[src/rtl/rv_pkg.sv]
// Shared constants and types for the register-file writeback path.
package rv_pkg;
  localparam int XLEN   = 32;
  localparam int REG_AW = 5;

  localparam logic [REG_AW-1:0] REG_ZERO = '0;

  typedef struct packed {
    logic [REG_AW-1:0] rd;
    logic [XLEN-1:0]   data;
  } wb_req_t;
endpackage

[src/rtl/rv_wb_fifo.sv]
// Small synchronous FIFO for back-pressured load results.
// A pop on an empty FIFO and a push on a full FIFO are both ignored.
module rv_wb_fifo #(
  parameter int W     = 8,
  parameter int DEPTH = 2
) (
  input  logic         clk,
  input  logic         rst,
  input  logic         push_i,
  input  logic [W-1:0] data_i,
  input  logic         pop_i,
  output logic         full_o,
  output logic         empty_o,
  output logic [W-1:0] head_o
);
  localparam int AW = $clog2(DEPTH);

  logic [W-1:0]  mem_q [DEPTH];
  logic [AW-1:0] wr_ptr_q, rd_ptr_q;
  logic [AW:0]   count_q;
  logic          do_push, do_pop;

  assign full_o  = (count_q == (AW+1)'(DEPTH));
  assign empty_o = (count_q == '0);
  assign do_push = push_i && !full_o;
  assign do_pop  = pop_i && !empty_o;
  assign head_o  = mem_q[rd_ptr_q];

  always_ff @(posedge clk) begin
    if (rst) begin
      wr_ptr_q <= '0;
      rd_ptr_q <= '0;
      count_q  <= '0;
    end else begin
      if (do_push) wr_ptr_q <= wr_ptr_q + AW'(1);
      if (do_pop)  rd_ptr_q <= rd_ptr_q + AW'(1);
      count_q <= count_q + {{AW{1'b0}}, do_push} - {{AW{1'b0}}, do_pop};
    end
  end

  // Storage carries no reset; occupancy alone decides what is valid.
  always_ff @(posedge clk) begin
    if (do_push) mem_q[wr_ptr_q] <= data_i;
  end
endmodule

[src/rtl/rv_reg_wb.sv]
// Writeback port driver: merges ALU results with FIFO-buffered load results
// and tracks pending loads per register. RV_WB_BYPASS_EN adds forwarding ports.
module rv_reg_wb #(
  parameter int XLEN      = rv_pkg::XLEN,
  parameter int REG_AW    = rv_pkg::REG_AW,
  parameter int LSU_DEPTH = 2
) (
  input  logic              clk,
  input  logic              rst,
  input  logic              alu_valid,
  input  logic [REG_AW-1:0] alu_rd,
  input  logic [XLEN-1:0]   alu_data,
  input  logic              lsu_issue,
  input  logic [REG_AW-1:0] lsu_issue_rd,
  input  logic              lsu_valid,
  output logic              lsu_ready,
  input  logic [REG_AW-1:0] lsu_rd,
  input  logic [XLEN-1:0]   lsu_data,
  input  logic [REG_AW-1:0] rs1,
  input  logic [REG_AW-1:0] rs2,
  output logic              rs1_pending,
  output logic              rs2_pending,
  output logic [REG_AW-1:0] rd,
  output logic [XLEN-1:0]   Rd_input,
  output logic              we
`ifdef RV_WB_BYPASS_EN
  ,
  output logic              rs1_fwd_valid,
  output logic              rs2_fwd_valid,
  output logic [XLEN-1:0]   rs1_fwd_data,
  output logic [XLEN-1:0]   rs2_fwd_data
`endif
);
  import rv_pkg::*;

  localparam int NREG = 1 << REG_AW;
  localparam int EW   = REG_AW + XLEN;
  localparam logic [REG_AW-1:0] ZERO_RD = REG_AW'(REG_ZERO);

  logic              fifo_push, fifo_pop, fifo_full, fifo_empty;
  logic [EW-1:0]     fifo_head;
  logic [REG_AW-1:0] head_rd;
  logic [XLEN-1:0]   head_data;

  logic              sel_valid;
  logic [REG_AW-1:0] sel_rd;
  logic [XLEN-1:0]   sel_data;

  logic [REG_AW-1:0] rd_q, rd_d;
  logic [XLEN-1:0]   data_q, data_d;
  logic              we_q, we_d;
  logic [NREG-1:0]   sb_q, sb_d;

  // Handshake: a load result transfers on a cycle where lsu_valid && lsu_ready.
  assign lsu_ready = !fifo_full && !rst;
  assign fifo_push = lsu_valid && lsu_ready;
  assign fifo_pop  = !alu_valid && !fifo_empty;
  assign head_rd   = fifo_head[EW-1:XLEN];
  assign head_data = fifo_head[XLEN-1:0];

  rv_wb_fifo #(.W(EW), .DEPTH(LSU_DEPTH)) u_lsu_fifo (
    .clk     (clk),
    .rst     (rst),
    .push_i  (fifo_push),
    .data_i  ({lsu_rd, lsu_data}),
    .pop_i   (fifo_pop),
    .full_o  (fifo_full),
    .empty_o (fifo_empty),
    .head_o  (fifo_head)
  );

  // ALU cannot stall, so it always wins the single write port.
  always_comb begin
    sel_valid = alu_valid || !fifo_empty;
    sel_rd    = alu_valid ? alu_rd : head_rd;
    sel_data  = alu_valid ? alu_data : head_data;
    we_d      = sel_valid && (sel_rd != ZERO_RD);
    rd_d      = sel_valid ? sel_rd : rd_q;
    data_d    = sel_valid ? sel_data : data_q;
  end

  // A newer issue to the same register outlives the writeback of the older load.
  always_comb begin
    sb_d = sb_q;
    if (fifo_pop) sb_d[head_rd] = 1'b0;
    if (lsu_issue && (lsu_issue_rd != ZERO_RD)) sb_d[lsu_issue_rd] = 1'b1;
    sb_d[0] = 1'b0;
  end

  always_ff @(posedge clk) begin
    if (rst) begin
      rd_q   <= '0;
      data_q <= '0;
      we_q   <= 1'b0;
      sb_q   <= '0;
    end else begin
      rd_q   <= rd_d;
      data_q <= data_d;
      we_q   <= we_d;
      sb_q   <= sb_d;
    end
  end

  assign rd          = rd_q;
  assign Rd_input    = data_q;
  assign we          = we_q;
  assign rs1_pending = sb_q[rs1];
  assign rs2_pending = sb_q[rs2];

`ifdef RV_WB_BYPASS_EN
  assign rs1_fwd_valid = we_q && (rd_q == rs1) && (rs1 != ZERO_RD);
  assign rs2_fwd_valid = we_q && (rd_q == rs2) && (rs2 != ZERO_RD);
  assign rs1_fwd_data  = data_q;
  assign rs2_fwd_data  = data_q;
`endif
endmodule
[config.mk]
export PLATFORM = sky130hd
export DESIGN_NAME = rv_reg_wb
export DESIGN_NICKNAME = d
export VERILOG_FILES = /design/src/rtl/rv_pkg.sv /design/src/rtl/rv_wb_fifo.sv /design/src/rtl/rv_reg_wb.sv
export SDC_FILE = /design/constraint.sdc
export NUM_CORES = 1
export LEC_CHECK = 0
export CORE_ASPECT_RATIO = 0.75
export CORE_MARGIN = 2
export CORE_UTILIZATION = 35
export CTS_CLUSTER_DIAMETER = 200
export DETAILED_ROUTE_END_ITERATION = 10
export PLACE_DENSITY = 0.66
export SYNTH_ARGS = -nofsm -noshare
export SYNTH_HDL_FRONTEND = slang
export SYNTH_SLANG_ARGS = --single-unit
[constraint.sdc]
create_clock -name clk -period 6.05 [get_ports clk]
set_input_delay 0.605 -clock clk [delete_from_list [all_inputs] [get_ports clk]]
set_output_delay 0.605 -clock clk [all_outputs]
set_load 0.1 [all_outputs]
==> results_dict.tcl, run 1 <==
set metrics [dict create \
    p_leak_nw 2.89 \
    finalNetCount 790 \
    routed.top_layer "met4" \
    min_from "Rd_input[0]" \
    worstPathRequired_ns 5.44 \
    cts.clk_slew.worst_paths_ns 0.06 \
    vias_per_cell 5.22 \
    grt_pass1_vias 4801 \
    synth_area_leader_cell "edfxtp_1" \
    post-route-period-util_pct 63.9 \
    cap_violations 0 \
    fillers 1627 \
    gp_congestion 0.886 \
    syn2layout_area_growth_pct 33.3 \
    worst_pin_slew_ns 1.18 \
    fmax_ghz 0.259 \
    cts.sinks 148 \
    stdcell_area_um2 8400 \
    grt.total_usage_pct 18.1 \
    peakVddDrop_mv 0.196 \
    syn_avg_cell_area_um2 11.0 \
    synth_top_area_share_pct 35.3 \
    hp-class "reg -> reg" \
    die-area_um2 19100 \
    ctsHoldBuffers 0 \
    die_x_um 159 \
    antennaDiodeCount 0 \
    yosys-top-cells-area "edfxtp_1 (35%), dfxtp_1 (24%), mux2i_1 (6.0%), nand2_1 (5.7%), a21oi_1 (4.8%)" \
    clock_latency_ns 0.42 \
    timing.final.ws_setup_ns 2.19 \
    synth_fp_nets 669 \
    yosys_warnings 0 \
    status "complete, no violations" \
    clock_skew_ns 0.0102 \
    cts_tree "yes" \
    via_count 4958 \
    antenna_found_initial 0 \
    overflow 0 \
    stdcell_count 949 \
    port-buffer-count 134 \
    firstDrtPassIters 8 \
    met2RoutedLength_mm 7.65 \
    hold_viol_final 0 \
    grt_first_pass_wirelength_mm 26.6 \
    slew_violations 0 \
    end_kind "output port" \
    fin_setup_tns_ns 0 \
    dp_cells 917 \
    path_class "in -> out" \
    cts_root_buf "clkbuf_16" \
    drtIter0Drc 401 \
    drive_gt1_share_pct 9.62 \
    yosys_register_bits 148 \
    fin_crit_ns 3.86 \
    syn_area_um2 6300 \
    initial_core_util_pct 35.7 \
    dpl_cell_area_um2 7800 \
    arrival_ns 3.26 \
    hpwl_mm 11.9 \
    setup_viol 0 \
    crit_start "rs1[1]" \
    cts_setup_buffers 0 \
    drt_wl_total_mm 17.0 \
    syn_inst 573 \
    fp.dieH_um 120 \
    antenna_left 0 \
    cts_buffer_depth 2 \
    drc_errors 0 \
    pin_count 135 \
    rsz0062_at_grt "no" \
    detail_route.wl_per_cell_um 18.0 \
    rows 42 \
    slew_headroom_pct 21.3 \
    r2r_start "u_lsu_fifo.count_q[0]" \
    htreeDepth 4 \
    routed-wl-met3_mm 1.27 \
    pre_cts_slack_ns 2.18 \
    pwr_density_cell_nw_per_um2 371 \
    cts_made_buffers 17 \
    grt_max_degree 63 \
    fp.coreArea_um2 17700 \
    ys_types 39 \
    cts_resized 0 \
    cp-start-kind "input port" \
    met1_length_mm 8.01 \
    path_max_fanout 10 \
    ys_seq_area_share_pct 58.8 \
]
==> final cells by class <==
class / instances / area [um^2] / share of cell area (%)
Sequential cell: 148 / 3700 / 44.1
Clock inverter: 6 / 35.0 / 0.417
Tap cell: 242 / 303 / 3.60
Multi-Input combinational cell: 384 / 2420 / 28.8
Clock buffer: 26 / 563 / 6.70
Inverter: 6 / 22.5 / 0.268
Timing Repair Buffer: 137 / 1350 / 16.1
==> registers in the layout, indices dropped and copies added (netlist names), named ones only <==
register and count:
Rd_input 32, sb_q 31, rd 5, u_lsu_fifo.count_q 2, u_lsu_fifo.wr_ptr_q 1, u_lsu_fifo.mem_q 74
u_lsu_fifo.rd_ptr_q 1, we 1
==> kinds of logic (layout without fill, tap and decap cells) <==
group,count (synthesis),in the layout,synth area share (%)
AOI/OAI and AO/OA,141,141,13.0
xor gates and xnor gates,4,4,0.556
adders and majority gates,2,2,0.397
buffers and inverters,41,175,3.12
DFF,148,148,58.8
muxes,66,66,12.2
and+or+nand+nor,171,171,12.0
==> path summary, 6_finish.rpt <==
kind / endpoint / depth (start not counted) / slack [ns]
max: rs1_pending / 6 / 2.19
min: Rd_input[0] / 2 / 0.45
max reg2reg: u_lsu_fifo.mem_q[0][25] / 3 / 3.56
min reg2reg: Rd_input[0] / 2 / 0.45
==> layer usage <==
metal	global-route usage (%)	vias to the layer above
met5	0	-
met1	24.9	2410
met3	5.39	8
met4	5.11	0
li1	-	2354
met2	28.0	186
==> worst max-delay path, cell delays in order <==
cell and delay (ns):
clkdlybuf4s50_1 0.71, mux4_2 0.55, nand2b_1 0.15, o2111ai_1 0.12, nand4_1 0.11, clkdlybuf4s50_1 1.00
==> placed cells by master, fill, tap and decap left out, drive strengths merged, types with 3 or more instances in the layout <==
master | Yosys | layout
o211ai | 3 | 3
a21oi | 61 | 61
a211oi | 3 | 3
dfxtp | 74 | 74
mux2i | 40 | 40
nand3 | 20 | 20
inv | 6 | 8
mux4 | 6 | 6
mux2 | 20 | 20
a222oi | 15 | 15
nor2b | 6 | 6
edfxtp | 74 | 74
a22oi | 4 | 4
nand2 | 96 | 96
nor2 | 26 | 26
buf | 20 | 5
clkbuf | 15 | 26
clkdlybuf4s50 | 0 | 132
clkinv | 0 | 3
xnor2 | 3 | 3
nand2b | 5 | 5
nor3b | 4 | 4
o21ai | 52 | 52
and3b | 3 | 3
==> cell usage after synthesis, drive strengths merged <==
master	n
a211oi	3
o21ai	52
inv	6
nand2	96
nand4	2
xor2	1
or3	1
nor2	26
o211ai	3
nand3	20
buf	20
clkbuf	15
a21oi	61
nor3	2
or4	1
xnor2	3
edfxtp	74
nor3b	4
o21ba	1
and2	1
a22oi	4
ha	2
mux4	6
nor4	2
mux2	20
dfxtp	74
and3b	3
mux2i	40
nor2b	6
o2111ai	2
nand2b	5
and3	2
a222oi	15
==> power breakdown <==
part           leakage [nW]  switching, W  internal [W]  total [W]
Combinational          1.31      0.000605      0.000277   0.000882
Clock                 0.298      0.000391      0.000641    0.00103
Sequential             1.28     0.0000524       0.00115    0.00120
Total                  2.89       0.00105       0.00206    0.00311
==> metrics by stage <==
| step | power [W] | hold WS [ns] | utilization (%) |
|---|---|---|---|
| final | 0.00311 | 0.448 | 47.6 |
| after global routing | 0.00325 | 0.477 | 47.6 |
| after CTS | 0.00314 | 0.452 | 47.6 |
| after detailed placement | 0.00210 | 0.444 | 44.2 |
| after global placement | 0.00209 | 0.441 | 44.2 |
| after floorplan | 0.00186 | 0.460 | - |
Power figures use the tool's default switching activity.
==> run 2: changes to the inputs <==
==> constraint.sdc (replaced) <==
create_clock -name clk -period 3.6 [get_ports clk]
set_input_delay 0.36 -clock clk [delete_from_list [all_inputs] [get_ports clk]]
set_output_delay 0.36 -clock clk [all_outputs]
set_load 0.1 [all_outputs]
==> results_dict.tcl, run 2 (synthesis results as in run 1) <==
set metrics [dict create \
    drt_wl_total_mm 16.5 \
    status "complete, no violations" \
    drtIter0Drc 440 \
    setup_viol 0 \
    port-buffer-count 134 \
    dp_cells 921 \
    final_common_cell "clkdlybuf4s50_1" \
    cts_buffer_depth 2 \
    hpwl_mm 11.8 \
    timing.final.ws_setup_ns 0.943 \
    via_count 4920 \
    vias_per_cell 5.16 \
    peakVddDrop_mv 0.384 \
    fp.coreArea_um2 17700 \
    pin_count 135 \
    largest_reg_flops 74 \
    cts.sinks 148 \
    slew_headroom_pct 32.1 \
    ctsHoldBuffers 0 \
    clock_skew_ns 0.0108 \
    pwr_density_cell_nw_per_um2 633 \
    pwr-share-seq_pct 38.2 \
    end_kind "output port" \
    largest-register "u_lsu_fifo.mem_q" \
    swShare_pct 32.7 \
    fin_setup_tns_ns 0 \
    stdcell_count 953 \
    fp.dieH_um 120 \
    cts_made_buffers 17 \
    stdcell_area_um2 8460 \
    grt.total_usage_pct 18.2 \
    overflow 0 \
    cts.clk_slew.worst_paths_ns 0.06 \
    dpl_cell_area_um2 7840 \
    antennaDiodeCount 0 \
    hold_viol_final 0 \
    p_comb_share_pct 27.2 \
    cts_resized 0 \
    cts_tree "yes" \
    grt_pass1_vias 4953 \
    cap_violations 0 \
    hp-class "in -> reg" \
    antenna_found_initial 1 \
    cts_setup_buffers 0 \
    die-area_um2 19100 \
    rows 42 \
    drive_gt1_share_pct 10.3 \
    p_int_w 0.00360 \
    finalNetCount 794 \
    syn2layout_area_growth_pct 34.3 \
    initial_core_util_pct 35.7 \
    worstPathRequired_ns 3.24 \
    drc_errors 0 \
    clock_latency_ns 0.42 \
    slew_violations 0 \
    path_class "in -> out" \
    detail_route.wl_per_cell_um 17.3 \
    grt_max_degree 76 \
    fmax_ghz 0.376 \
    worst_pin_slew_ns 1.01 \
    grt_first_pass_wirelength_mm 26.5 \
    final_cell_mix "clkdlybuf4s50_1 (129), nand2_1 (96), edfxtp_1 (74), dfxtp_1 (73), a21oi_1 (61)" \
    antenna_left 0 \
    post-route-period-util_pct 73.8 \
    rsz0062_at_grt "no" \
    fin_util_pct 47.9 \
    die_x_um 159 \
    pre_cts_slack_ns 0.913 \
    gp_congestion 0.868 \
    fillers 1603 \
    clkPwrFrac_pct 34.6 \
    arrival_ns 2.30 \
    htreeDepth 4 \
    fin_crit_ns 2.66 \
    cp-start-kind "input port" \
    p_leak_nw 2.93 \
    cts_root_buf "clkbuf_16" \
    firstDrtPassIters 7 \
    path_max_fanout 10 \
    netSwitchingPower_w 0.00175 \
]
run 2: worst paths after layout:
path,startpoint,to,slack [ns],depth (start not counted)
worst max-delay path,rs2[1],rs2_pending,0.94,6
worst min-delay path,rst,u_lsu_fifo.wr_ptr_q,0.41,4
worst max register to register,u_lsu_fifo.count_q[0],u_lsu_fifo.mem_q[1][11],1.19,4
worst min register to register,rd[2],rd[2],0.45,2
run 2: power by group through the flow:
stage / clock (W) / sequential [W] / combinational [W]
after floorplan: 0 / 0.00251 / 0.000614
after global placement: 0 / 0.00207 / 0.00144
after detailed placement: 0 / 0.00208 / 0.00146
after CTS: 0.00189 / 0.00205 / 0.00147
after global routing: 0.00197 / 0.00206 / 0.00155
final: 0.00185 / 0.00204 / 0.00146
run 2: routing by layer:
layer	up-vias	routed length, um	part of all wire, %	GRT usage [%]
li1	2358	-	-	-
met1	2342	7320	44	23.7
met2	187	7270	44	27.7
met3	31	1560	9.4	6.59
met4	2	342	2.1	7.16
met5	-	13	0.079	0
run 2: cell type report:
class                   count  area (um^2)  share of cell area [%]
clock buffers              21          470                    5.56
clock inverters            11          155                    1.83
inverters                   6         22.5                   0.266
multi-input cells         384         2420                    28.6
flip-flops and latches    148         3700                    43.8
well taps                 242          303                    3.58
repair buffers            141         1390                    16.4
run 2: worst max-delay path: stages:
cell and delay (ns):
clkdlybuf4s50_1 0.73, mux4_2 0.55, nand2b_1 0.15, o2111ai_1 0.13
nand4_1 0.12, buf_4 0.25
run 2: through the flow:
stage / total power (W) / hold WS [ns]
2_1_floorplan: 0.00312 / 0.459
3_3_place_gp: 0.00351 / 0.441
3_5_place_dp: 0.00354 / 0.447
4_1_cts: 0.00540 / 0.358
5_1_grt: 0.00558 / 0.448
6_report: 0.00535 / 0.412
==> run 3: changes to the inputs <==
--- a/config.mk
+++ b/config.mk
@@ -10,7 +10,7 @@
 export CORE_UTILIZATION = 35
 export CTS_CLUSTER_DIAMETER = 200
 export DETAILED_ROUTE_END_ITERATION = 10
-export PLACE_DENSITY = 0.66
+export PLACE_DENSITY = 0.68
 export SYNTH_ARGS = -nofsm -noshare
 export SYNTH_HDL_FRONTEND = slang
 export SYNTH_SLANG_ARGS = --single-unit
==> constraint.sdc (replaced) <==
create_clock -name clk -period 2.1 [get_ports clk]
set_input_delay 0.21 -clock clk [delete_from_list [all_inputs] [get_ports clk]]
set_output_delay 0.21 -clock clk [all_outputs]
set_load 0.1 [all_outputs]
==> results_dict.tcl, run 3 (synthesis results as in run 1) <==
set metrics [dict create \
    antenna_left 0 \
    r2r_cells 4 \
    worstPathRequired_ns 1.89 \
    status "complete, no violations" \
    cts_setup_buffers 0 \
    slew_violations 0 \
    grt.total_usage_pct 17.8 \
    hold_depth 3 \
    worst_pin_slew_ns 0.607 \
    cts.clk_slew.worst_paths_ns 0.06 \
    peakVddDrop_mv 0.627 \
    fmax_ghz 0.499 \
    gp_congestion 0.884 \
    syn2layout_area_growth_pct 35.5 \
    antennaDiodeCount 0 \
    slew_headroom_pct 59.6 \
    overflow 0 \
    drtIter0Drc 492 \
    arrival_ns 1.79 \
    vias_per_cell 5.20 \
    cts_made_buffers 17 \
    path_max_fanout 3 \
    grt_pass1_vias 5048 \
    end_kind "output port" \
    largest_reg_flops 74 \
    finalNetCount 810 \
    die-area_um2 19100 \
    drt_wl_total_mm 16.9 \
    cp-start-kind "register" \
    largest-register "u_lsu_fifo.mem_q" \
    grt_first_pass_wirelength_mm 26.5 \
    cts_tree "yes" \
    cap_violations 0 \
    final_common_cell "nand2_1" \
    setup_viol 0 \
    drc_errors 0 \
    clock_skew_ns 0.00857 \
    cpMaxStageDelayCell "mux4_2" \
    hpwl_mm 11.8 \
    post-route-period-util_pct 95.4 \
    fin_util_pct 48.4 \
    rsz0062_at_grt "yes" \
    final_cell_mix "nand2_1 (96), clkdlybuf4s50_1 (87), edfxtp_1 (74), dfxtp_1 (72), a21oi_1 (60)" \
    cts_root_buf "clkbuf_16" \
    total_power_w 0.00895 \
    htreeDepth 4 \
    pwr_density_cell_nw_per_um2 1050 \
    rows 42 \
    hold_viol_final 0 \
    detail_route.wl_per_cell_um 17.5 \
    fillers 1622 \
    dpl_cell_area_um2 7970 \
    fp.coreArea_um2 17700 \
    via_count 5037 \
    fp.dieH_um 120 \
    die_x_um 159 \
    hp-class "in -> reg" \
    antenna_found_initial 0 \
    pin_count 135 \
    initial_core_util_pct 35.7 \
    port-buffer-count 134 \
    cts.sinks 148 \
    cts_buffer_depth 2 \
    cp_slowest_stage_delay_ns 0.46 \
    clock_latency_ns 0.40 \
    crit_buf_inv 1 \
    p_leak_nw 3.09 \
    holdWs_ns 0.293 \
    path_cells "mux4_2, nand2b_4, o211ai_1, nand4_1, buf_12" \
    path_class "reg -> out" \
    path_delay_family "multiplexers" \
    drive_gt1_share_pct 18.7 \
    firstDrtPassIters 6 \
    stdcell_area_um2 8540 \
    fin_crit_ns 2.00 \
    grt_max_degree 76 \
    path_depth 5 \
]
## run 3: changes by cell type in the layout (fill, tap and decap cells not counted), moves of 2 or more
cell / previous run / this run
buf_4: 9 / 58
clkdlybuf4s50_1: 129 / 87
buf_12: 1 / 6
bufinv_16: 4 / 0
nand2b_1: 5 / 1
nand2b_4: 0 / 4
clkinv_1: 3 / 0
dlygate4sd2_1: 0 / 3
clkbuf_1: 1 / 3
clkbuf_16: 17 / 19
clkinv_2: 3 / 5
o2111ai_1: 2 / 0
o2111ai_2: 0 / 2
## run 3: worst register-to-register path: cells and delay by family (launching register included)
| kind | cells | cell delay (ns) |
|---|---|---|
| AO/OA/AOI/OAI | 1 | 0.34 |
| AND/OR/NAND/NOR | 1 | 0.09 |
| flip-flops | 1 | 0.49 |
| multiplexers | 1 | 0.40 |
| buffers and inverters | 1 | 0.40 |
## run 3: power breakdown
part | internal (W) | switching, W | leakage [nW]
clock network | 0.00175 | 0.00114 | 0.287
registers | 0.00330 | 0.000159 | 1.28
logic | 0.000841 | 0.00177 | 1.52
total | 0.00589 | 0.00306 | 3.09
## run 3: cell type report
class | count | area (um^2) | area share, %
timing repair buffer | 157 | 1480 | 17.3
clock buffer | 25 | 528 | 6.18
multi-input combinational | 384 | 2460 | 28.8
inverter | 6 | 22.5 | 0.264
tap | 242 | 303 | 3.55
sequential | 148 | 3710 | 43.4
clock inverter | 7 | 42.5 | 0.498
## run 3: layer usage
layer  track usage, %  routed length (um)  vias up
met5                0                   0        -
met4             6.25                 344        0
met3             5.08                1320       24
met2             29.0                7830      195
met1             23.0                7430     2422
li1                 -                   -     2396
## run 3: worst paths after layout
path	startpoint	slack, ns	to
max	sb_q[7]	0.1	rs1_pending
min reg2reg	rd[4]	0.45	rd[4]
max reg2reg	register	0.26	Rd_input[13]
min	alu_valid	0.29	rd[0]
## run 3: metrics by stage
| stage | cells | TNS [ns] | setup WS (ns) |
|---|---|---|---|
| 2_1_floorplan | 573 | -0.0624 | -0.0312 |
| 3_3_place_gp | 937 | -0.0422 | -0.0422 |
| 3_5_place_dp | 937 | -0.0781 | -0.0436 |
| 4_1_cts | 969 | 0 | 0.00975 |
| 5_1_grt | 969 | -0.00741 | -0.00741 |
| 6_report | 969 | 0 | 0.0976 |
## run 3: timing repair
item	in CTS	in global routing
pin swaps	0	1
hold buffers	0	0
gates resized for setup	3	2
endpoints found under the setup margin	2	1
